[src/rtl/vf_ramp_ctrl.sv]
// vf_ramp_ctrl: V/f frequency ramp scheduler with amplitude law and driver gating; VF_BOOST_EN adds a low-speed amplitude floor
module vf_ramp_ctrl #(
  parameter int FREQ_W    = 10,
  parameter int F_MIN     = 10,
  parameter int F_MAX     = 600,
  parameter int RAMP_DIV  = 50000,
  parameter int VF_GAIN   = 109,
  parameter int BOOST_AMP = 410
) (
  input  logic              clk_50,
  input  logic              rst,
  input  logic              start,
  input  logic              stop,
  input  logic              fault_in,
  input  logic              fault_clr,
  input  logic [FREQ_W-1:0] f_target,
  output logic [FREQ_W-1:0] freq_out,
  output logic [11:0]       amp_out,
  output logic              update,
  output logic              gate_en,
  output logic [2:0]        state_out,
  output logic              fault_latched
);
  localparam logic [2:0] IDLE = 3'd0, RAMP = 3'd1, RUN = 3'd2, STOPPING = 3'd3, FAULT = 3'd4;
  localparam int CNT_W = RAMP_DIV > 1 ? $clog2(RAMP_DIV) : 1;
  localparam int PW = FREQ_W + 7;
  localparam logic [FREQ_W-1:0] FMIN = FREQ_W'(F_MIN);
  localparam logic [FREQ_W-1:0] FMAX = FREQ_W'(F_MAX);
  localparam logic [CNT_W-1:0] CNT_TOP = CNT_W'(RAMP_DIV - 1);
  localparam logic [PW-1:0] GAIN = PW'(VF_GAIN);
  localparam logic [PW-1:0] AMP_SAT = PW'(4095);
  logic [CNT_W-1:0] cnt_q, cnt_d;
  logic tick;
  logic [2:0] state_q, state_d;
  logic [FREQ_W-1:0] freq_q, freq_d, tgt, step, ramp_f;
  logic gate_q, gate_d, upd_q, flt_q;
  logic [11:0] amp_q, amp_d, vf_amp;
  logic [PW-1:0] prod;
  assign tick = cnt_q == CNT_TOP;
  assign cnt_d = tick ? '0 : cnt_q + 1'b1;
  assign tgt = f_target < FMIN ? FMIN : f_target > FMAX ? FMAX : f_target;
  assign step = freq_q < tgt ? freq_q + 1'b1 : freq_q > tgt ? freq_q - 1'b1 : freq_q;
  assign ramp_f = tick ? step : freq_q;
  assign prod = PW'(freq_q) * GAIN;
  assign vf_amp = (prod >> 4) > AMP_SAT ? 12'hfff : 12'(prod >> 4);
  // Amplitude follows the previous frequency and is forced to zero with the driver off
`ifdef VF_BOOST_EN
  localparam logic [11:0] BOOST = 12'(BOOST_AMP);
  assign amp_d = !gate_d ? '0 : vf_amp < BOOST ? BOOST : vf_amp;
`else
  assign amp_d = gate_d ? vf_amp : '0;
`endif
  // Next state: fault overrides everything, stop overrides start and target changes
  always_comb begin
    state_d = state_q;
    freq_d = freq_q;
    gate_d = gate_q;
    if (fault_in) begin
      state_d = FAULT;
      freq_d = '0;
      gate_d = 1'b0;
    end else begin
      case (state_q)
        IDLE: begin
          freq_d = start && !stop && f_target != '0 ? FMIN : '0;
          gate_d = start && !stop && f_target != '0;
          state_d = start && !stop && f_target != '0 ? RAMP : IDLE;
        end
        RAMP: begin
          freq_d = stop || !start ? freq_q : ramp_f;
          state_d = stop || !start ? STOPPING : ramp_f == tgt ? RUN : RAMP;
        end
        RUN: state_d = stop || !start ? STOPPING : tgt != freq_q ? RAMP : RUN;
        STOPPING: begin
          state_d = freq_q <= FMIN ? IDLE : STOPPING;
          freq_d = freq_q <= FMIN ? '0 : tick ? freq_q - 1'b1 : freq_q;
          gate_d = freq_q > FMIN;
        end
        FAULT: begin
          state_d = fault_clr ? IDLE : FAULT;
          freq_d = '0;
          gate_d = 1'b0;
        end
        default: begin
          state_d = FAULT;
          freq_d = '0;
          gate_d = 1'b0;
        end
      endcase
    end
  end
  // Registered outputs, tick divider and update strobe
  always_ff @(posedge clk_50) begin
    if (rst) begin
      cnt_q <= '0;
      state_q <= IDLE;
      freq_q <= '0;
      gate_q <= 1'b0;
      amp_q <= '0;
      upd_q <= 1'b0;
      flt_q <= 1'b0;
    end else begin
      cnt_q <= cnt_d;
      state_q <= state_d;
      freq_q <= freq_d;
      gate_q <= gate_d;
      amp_q <= amp_d;
      upd_q <= amp_d != amp_q;
      flt_q <= state_d == FAULT;
    end
  end
  assign freq_out = freq_q;
  assign amp_out = amp_q;
  assign update = upd_q;
  assign gate_en = gate_q;
  assign state_out = state_q;
  assign fault_latched = flt_q;
endmodule

[config.mk]
export PLATFORM = sky130hd
export DESIGN_NAME = vf_ramp_ctrl
export DESIGN_NICKNAME = d
export VERILOG_FILES = /design/src/rtl/vf_ramp_ctrl.sv
export SDC_FILE = /design/constraint.sdc
export NUM_CORES = 1
export LEC_CHECK = 0
export ABC_AREA = 1
export ABC_CLOCK_PERIOD_IN_PS = 9300
export BUFFER_PORTS_ARGS = -buffer_cell sky130_fd_sc_hd__buf_4
export CORE_MARGIN = 1.5
export CORE_UTILIZATION = 54
export DETAILED_ROUTE_END_ITERATION = 6
export PLACE_DENSITY = 0.82
export SKIP_LAST_GASP = 1
export SYNTH_ARGS = -nofsm -noshare
export SYNTH_HDL_FRONTEND = slang
export SYNTH_SLANG_ARGS = --single-unit
[constraint.sdc]
create_clock -name clk_50 -period 9.3 [get_ports clk_50]
set_input_delay 0 -clock clk_50 [delete_from_list [all_inputs] [get_ports clk_50]]
set_output_delay 0 -clock clk_50 [all_outputs]
set_load 0.03 [all_outputs]
# == After elaboration in Yosys (flattened, before gate mapping) ==
# Cells that the tools add are included.
# word_totals
input_bits,16
regBits,44
wordCells,64
out_inout_bits,28
# classes
n_mux,23
bitwise,1
eq_ne,11
n_addsub,3
n_mul,1
reduce_logical,11
magnitude_cmp,7
# op_table
op,count
10-bit two-way mux,8
10-bit one-hot mux with 4 select lines,1
12-bit two-way mux,2
10-bit by 7-bit multiplier with 17-bit output (second input constant),1
16-bit by 1-bit adder with 16-bit output (second input constant),1
16-bit == test (second input constant),1
3-bit one-hot mux with 5 select lines,1
13-bit by 12-bit > comparator with 1-bit output (second input constant),1
12-bit inequality test,1
10-bit by 1-bit adder with 10-bit output (second input constant),1
10-bit == test,1
10-bit > comparator,1
10-bit > comparator (second input constant),1
10-bit by 4-bit > comparator with 1-bit output (second input constant),1
10-bit by 4-bit less-or-equal comparator with 1-bit output (second input constant),1
10-bit less-than comparator,1
10-bit by 4-bit less-than comparator with 1-bit output (second input constant),1
2-bit two-way mux,5
10-bit inequality test,1
10-bit nonzero test,1
10-bit by 1-bit subtractor with 10-bit output (second input constant),1
3-bit by 2-bit == test with 1-bit output (second input constant),2
3-bit == test (second input constant),2
3-bit two-way mux,2
13 further kinds,18

# == Depth between registers and ports, before layout ==
# Gate-level depths: netlist of the first run.
# depth
ltp_word,13
depth_mapped,29
ltp_nobuf,29

# == Worst setup path after synthesis of the first run ==
# Ideal clock, no wire load.
# synth_timing
path_kind,register to register
from,register freq_q[6] (netlist: freq_out[6])
to,register upd_q (netlist: update)
period_less_slack_ns,4.621
path_buffers,1
required_ns,9.170
slack_ns,4.679
stages_incl_launch_ff,23
arrival_ns,4.490
setup_ns,0.130
cell_sequence,dfxtp_1 > inv_1 > ha_1 > inv_1 > fa_1 > fa_1 > fa_1 > inv_1 > ha_1 > nand2_1 > nand2_1 > inv_1 > o21ai_0 > a21oi_1 > nand3_1 > and2_4 > buf_8 > nand2_1 > nand3_1 > a21oi_1 > nand2_1 > nor2_1 > a21oi_2
# synth_between
elab_chain_cells,5
word_cells_on_any_way,8
classes_between,mul (1); order compare (2); eq/ne (1); mux (4)
# synth_lines
element,line_no,text
from (decl),35,"logic [FREQ_W-1:0] freq_q, freq_d, tgt, step, ramp_f;"
from (signal assigned),105,freq_q <= freq_d;
10-bit by 7-bit multiplier with 17-bit output / 10-bit by 4-bit > comparator with 1-bit output (equally long branches),"44, 77",
13-bit by 12-bit > comparator with 1-bit output / 1-bit one-hot mux with 3 select lines (equally long branches),"45, 63",
12-bit two-way mux / 1-bit two-way mux (equally long branches),"45, 58",
12-bit two-way mux *,51,assign amp_d = gate_d ? vf_amp : '0;
12-bit inequality test *,108,upd_q <= amp_d != amp_q;
to (signal assigned),108,
to (decl),36,"logic gate_q, gate_d, upd_q, flt_q;"
# Every way passes the cells marked *; elsewhere a longest branch is shown, timed or not.
# A chain may end at the register's enable or synchronous reset.

# == Worst setup path in the final report of the first run ==
# Ends and elaborated chain as after synthesis.

==> results of run 1 <==
registers in the layout (all words and copies together) (netlist names):
name and flops:
gate_en 1, fault_latched 1, amp_out 12, freq_out 10
state_out 3, update 1, cnt_q 16
synthesized netlist by cell type (all sizes together):
cell type  instances
a21o               1
nor4               1
o21ai             16
a21boi             1
nand4             10
fa                19
ha                65
buf                6
a31oi              1
nand3b             8
nand3             61
and2               1
a211oi             2
dfxtp             44
o21a               1
xor2              16
a21oi             38
o211ai             1
inv              131
xnor2              8
clkbuf             5
clkinv             1
nand2            241
o22ai              8
or2                2
nor2              63
nor3              12
nor3b              1
o221ai             2
o21bai             2
worst max-delay path by stage:
stage	end	slack (ps)	depth (start not counted)	from
3_5_place_dp	update	4440	23	freq_out[5]
4_1_cts	update	4430	23	freq_out[6]
6_report	update	4400	22	freq_out[6]
3_3_place_gp	update	4520	22	freq_out[3]
2_1_floorplan	update	4680	22	freq_out[6]
5_1_grt	update	4020	22	freq_out[6]
report_power, final:
group,internal [W],switching (W)
clock,0.0000604,0.0000759
sequential,0.000191,0.00000248
combinational,0.0000204,0.0000362
total,0.000272,0.000115
per-stage QoR:
stage,power (W),instance area [um2],utilization [%],cells
4_1_cts,0.000386,5500,62.2,919
3_3_place_gp,0.000252,5380,60.8,909
3_5_place_dp,0.000253,5380,60.8,909
6_report,0.000386,5500,62.2,919
2_1_floorplan,0.000235,4990,-,768
5_1_grt,0.000401,5500,62.2,919
what timing repair did:
| item | 4_1_cts | 5_1_grt |
|---|---|---|
| hold buffers | 2 | 0 |
| endpoints found under the setup margin | 0 | 0 |
| endpoints found under the hold margin | 9 | 0 |
| gates resized for setup | 0 | 0 |
area by class of cell:
| cell class | instances | area [um2] |
|---|---|---|
| Tap cell | 108 | 135 |
| Multi-Input combinational cell | 581 | 3540 |
| Sequential cell | 44 | 881 |
| Inverter | 132 | 495 |
| Clock inverter | 2 | 15.0 |
| Fill cell | 818 | 3350 |
| Timing Repair Buffer | 46 | 350 |
| Clock buffer | 6 | 82.6 |
layer usage:
metal	global-route usage (%)	routed length (um)	vias up
met1	34.7	5710	2251
met3	3.09	779	26
met5	0	0	-
li1	-	-	2514
met4	7.91	288	0
met2	47.6	6010	173
worst min-delay path, cell delays in order:
cell      delay (ps)
buf_4             80
nand4_1           90
o211ai_1         110
inv_1             50
cells in the final DEF, fill, tap and decap left out, types with 6 or more instances in the layout:
cell	instances
nor3_1	12
fa_1	19
nand3_1	59
a21oi_1	36
nand3b_1	8
clkbuf_8	6
nand2_1	234
nor2_1	59
xor2_1	16
buf_4	44
ha_1	65
o22ai_1	8
nand4_1	9
xnor2_1	8
o21ai_0	15
inv_1	130
dfxtp_1	44
nand2_2	6
cell families (layout without fill, tap and decap cells):
| logic type | count (synthesis) | after routing |
|---|---|---|
| AND/OR/NAND/NOR | 400 | 400 |
| buffers and inverters | 143 | 186 |
| adder cells (fa/ha/maj) | 84 | 84 |
| AO/OA/AOI/OAI | 73 | 73 |
| flip-flops | 44 | 44 |
| XOR/XNOR | 24 | 24 |
==> run metrics, run 1 <==
Synth top area share 17.6%; Post-Syn Area 0.00499 mm2; synthesis-to-layout area growth 10.2%; hold path start fault_clr; reg-to-reg startpoint freq_out[6]; TritonRoute pass-1 iters 5; postcts setup bufs 0; xor and xnor area share after synthesis 4.21%; Clock Path Buffers 2; I/O pin total 44; ANT nets after route 0; Initial Utilization 56.4%; routability cong. 0.970; CP max stage delay 570 ps; leakage power 3.03 nW; r2r setup slk 4400 ps; critical path arrival 5110 ps; PwrDens 70.2 mW/mm2; Worst Setup Start Kind flop; Worst Hold Depth 4; vias 4,964; pre-CTS setup slack 4440 ps; Die W 99.1 um; htree depth 2; yosys warns 0; Rel. slew slack 40.1%; final setup fails 0; core area 0.00885 mm2; Slew @ Worst Pin 895 ps; placed wire-length estimate 10,300 um; syn_area_per_cell 6.50 um2; Worst Path Required 9510 ps; total CTS buffers 5; clk root buf clkbuf_8; Die Y 99.1 um; R2R Path End update; Pins Over Slew Limit 0; row cnt 34; fin nets 910; largest family of logic cells by synthesized area simple AND/OR/NAND/NOR gates; initial antenna violation count 0; GR Overflow Total 0; # diodes 0; most frequent CP cell nand2_1; WL/cell 13.9 um; Synth Area in Adders 23.9%; post-synthesis sequential area ratio 17.6%; worst-path cell chain inv_1, ha_1, inv_1, fa_1, fa_1, fa_1, inv_1, ha_1, nand2_1, nand2_1, inv_1, o21ai_0, a21oi_1, nand3_1, and2_4, nand2_1, nand2_1, nand2_1, a21oi_1, nand2_1, nor2_1, a21oi_2; final WL 12,800 um; Max Freq 0.204 GHz; post-synthesis mux area share 0%; outcome complete, no violations; total track usage 26.9%; Post-Syn Nets 868; Crit Path Class flop to flop; hold slack 61.0 ps; number of global-route vias before repair 4,948; Iter 0 DRT Violations 296; maxcap violations 0; Fin. Hold Viols 0; worst setup margin 4400 ps; setup TNS 0 ps; # DRC 0; Distinct cells, synth 43; FF+latch count, synth 44; hold crit path type primary input to flop; Port Buffer Count 43; layout cell share with drive strength beyond 1 9.00%; CP Capture Type flop; Max VDD drop 0.0000735 V; pin count of the biggest net entering global routing 23; Yosys top cell by area dfxtp_1; skew final 10.1 ps; RSZ-0062 raised after global routing false; CP max FO 9; Tmin final 4900 ps; synth top area cells dfxtp_1 (18%), nand2_1 (18%), ha_1 (16%), inv_1 (9.8%), fa_1 (7.6%); Hold Path Sink fault_latched; first-pass GRT wire length 21,800 um; Synth Instances 768; CTS tree yes; vias per cell 5.40; simple-gate portion of the synthesized area 34.5%; clock latency on the worst-skew pair 310 ps; R2R cell count 22; Largest delay share family, worst path adder cells; total die area 0.00983 mm2; total clock sinks 44; clock transition at the registers of the reported paths 100 ps; final cycle utilization of the critical path 52.7%; post-synthesis compound-gate area fraction 8.32%; Buffers & Inverters on Critical Path 4; Critical-path top delay cell dfxtp_1
Note: power is estimated with default switching activity, not from simulation.
==> run 2, diff against run 1 <==
--- a/config.mk
+++ b/config.mk
@@ -6,12 +6,12 @@
 export NUM_CORES = 1
 export LEC_CHECK = 0
 export ABC_AREA = 1
-export ABC_CLOCK_PERIOD_IN_PS = 9300
+export ABC_CLOCK_PERIOD_IN_PS = 3900
 export BUFFER_PORTS_ARGS = -buffer_cell sky130_fd_sc_hd__buf_4
 export CORE_MARGIN = 1.5
 export CORE_UTILIZATION = 54
 export DETAILED_ROUTE_END_ITERATION = 6
-export PLACE_DENSITY = 0.82
+export PLACE_DENSITY = 0.85
 export SKIP_LAST_GASP = 1
 export SYNTH_ARGS = -nofsm -noshare
 export SYNTH_HDL_FRONTEND = slang
==> constraint.sdc (replaced) <==
create_clock -name clk_50 -period 3.9 [get_ports clk_50]
set_input_delay 0 -clock clk_50 [delete_from_list [all_inputs] [get_ports clk_50]]
set_output_delay 0 -clock clk_50 [all_outputs]
set_load 0.03 [all_outputs]
==> run metrics, run 2 (synthesis results as in run 1) <==
htree depth 2 (unchanged); Worst Setup Start Kind flop (unchanged); Port Buffer Count 43 (unchanged); hold crit path type primary input to flop (unchanged); TritonRoute pass-1 iters 7 (was 5); total die area 0.00983 mm2 (unchanged); core area 0.00885 mm2 (unchanged); row cnt 34 (unchanged); routability cong. 0.905 (was 0.970); reg-to-reg startpoint freq_out[2] (was freq_out[6]); Iter 0 DRT Violations 589 (was 296); skew final 28.3 ps (was 10.1 ps); fin util 74.5% (was 62.2%); most frequent cells in the layout nand2_1 (216), buf_4 (119), inv_1 (112), nand3_1 (55), nor2_1 (54) (was nand2_1 (234), inv_1 (130), ha_1 (65), nor2_1 (59), nand3_1 (59)); Fin. Hold Viols 0 (unchanged); final cycle utilization of the critical path 112% (was 52.7%); R2R cell count 26 (was 22); R2R Path End update (unchanged); final WL 17,500 um (was 12,800 um); initial antenna violation count 0 (unchanged); clock group share of total power 37.5% (was 35.3%); Die Y 99.1 um (unchanged); Clock Path Buffers 2 (unchanged); max FFs per register 16 (unchanged); synthesis-to-layout area growth 32.2% (was 10.2%); leakage power 3.49 nW (was 3.03 nW); Logic pwr share 16.4% (was 14.7%); # diodes 0 (unchanged); Rel. slew slack 39.6% (was 40.1%); Internal Power 0.000678 W (was 0.000272 W); clk root buf clkbuf_8 (unchanged); total CTS buffers 5 (unchanged); fin nets 990 (was 910); r2r setup slk -450 ps (was 4400 ps); GR Overflow Total 0 (unchanged); Worst setup startpoint freq_out[2] (was freq_out[6]); total clock sinks 44 (unchanged); most common cell after layout, fill and taps aside nand2_1 (unchanged); layout cell share with drive strength beyond 1 26.0% (was 9.00%); Worst Path Required 4110 ps (was 9510 ps); # fillers 636 (was 818); first-pass GRT wire length 25,200 um (was 21,800 um); outcome complete, but fails checks (was complete, no violations); switching pwr 0.000309 W (was 0.000115 W); vias 5,812 (was 4,964); CP Capture Type flop (unchanged); maxcap violations 0 (unchanged); Crit Path Class flop to flop (unchanged); Max VDD drop 0.000188 V (was 0.0000735 V); PwrDens 150 mW/mm2 (was 70.2 mW/mm2); placed wire-length estimate 11,500 um (was 10,300 um); Tmin final 4350 ps (was 4900 ps); RSZ-0062 raised after global routing true (was false); vias per cell 5.82 (was 5.40); Sequential Power Share 46.1% (was 50.0%); WL/cell 17.5 um (was 13.9 um); Setup crit end update (unchanged); Pins Over Slew Limit 0 (unchanged); CTS tree yes (unchanged); Max Freq 0.230 GHz (was 0.204 GHz); pre-CTS setup slack -280 ps (was 4440 ps); largest register by flop count cnt_q (unchanged); Initial Utilization 56.4% (unchanged); # DRC 2 (was 0); pin count of the biggest net entering global routing 23 (unchanged); setup TNS -1150 ps (was 0 ps); clock latency on the worst-skew pair 340 ps (was 310 ps); violations in the final reports DRC, setup timing; clock transition at the registers of the reported paths 100 ps (about the same); Slew @ Worst Pin 902 ps (was 895 ps); total track usage 31.8% (was 26.9%); critical path arrival 4560 ps (was 5110 ps); number of global-route vias before repair 5,564 (was 4,948); final setup fails 8 (was 0); worst setup margin -449 ps (was 4400 ps); sw frac 31.3% (was 29.7%); I/O pin total 44 (unchanged); ANT nets after route 0 (unchanged); CP max FO 5 (was 9); Die W 99.1 um (unchanged)
run 2: cell types whose count changed in the layout (fill, tap and decap cells not counted), sizes merged:
cell         before  now
clkinvlp          2    0
and2              1    2
dlygate4sd3       2    4
buf              44  121
clkinv            1    3
run 2: cell type report:
cell class	instances	area, um2	share of cell area (%)
Inverter	132	523	7.93
Clock inverter	2	17.5	0.266
Sequential cell	44	918	13.9
Clock buffer	6	93.8	1.42
Tap cell	108	135	2.05
Timing Repair Buffer	125	956	14.5
Multi-Input combinational cell	582	3950	59.9
run 2: stage by stage:
stage / power (W) / hold slack, ps / instances / area [um2]
final: 0.000986 / 109 / 999 / 6600
after global routing: 0.00101 / 126 / 999 / 6600
after detailed placement: 0.000606 / 259 / 978 / 6140
after floorplan: 0.000559 / 156 / 768 / 5230
after global placement: 0.000600 / 253 / 978 / 6140
after CTS: 0.000966 / -81.4 / 994 / 6410
run 2: worst min-delay path by stage:
stage                     slack, ps       from       endpoint  cells past startpoint
final                           110  fault_clr   state_out[2]                      4
after global routing            130  fault_clr   state_out[2]                      4
after CTS                       -80        rst    amp_out[11]                      2
after detailed placement        260        rst         update                      2
after global placement          250        rst         update                      2
after floorplan                 160   fault_in  fault_latched                      2
run 2: routing by layer:
| layer | track usage, % | up-vias | share of wire, % |
|---|---|---|---|
| li1 | - | 2678 | - |
| met1 | 36.9 | 2648 | 38 |
| met2 | 57.5 | 344 | 47 |
| met3 | 5.55 | 142 | 7.8 |
| met4 | 14.1 | 0 | 7.2 |
| met5 | 0 | - | 0 |
run 2: timing repair:
item                       in CTS  in global routing
buffers inserted                4                  4
hold endpoints to repair        9                  5
resized for setup              28                 31
cloned                          1                  0
setup endpoints to repair       5                 11
pin swaps                      27                 16
hold buffers                    3                  1
run 2: worst max-delay path, cell delays in order (launching register included):
cell and delay [ps]:
dfxtp_4 420, inv_6 60, ha_4 260, inv_2 30
fa_1 510, inv_1 60, fa_1 480, inv_1 50
fa_1 490, inv_2 50, ha_4 300, nand2_2 70
inv_2 60, nand2_2 60, nand2_2 170, nand3_4 150
nand2_4 110, nand2_4 70, and2_4 200, nand2_4 80
nand2_1 60, nand2_1 100, nand2_1 50, nor2_1 90
nand2_1 70, nor2_2 120, a21oi_2 60
run 2: power groups by stage:
stage	Combinational [W]	Sequential, W	Clock (W)
after detailed placement	0.000142	0.000464	0
after floorplan	0.0000886	0.000470	0
after CTS	0.000148	0.000454	0.000364
after global routing	0.000175	0.000455	0.000381
after global placement	0.000136	0.000463	0
final	0.000162	0.000454	0.000370
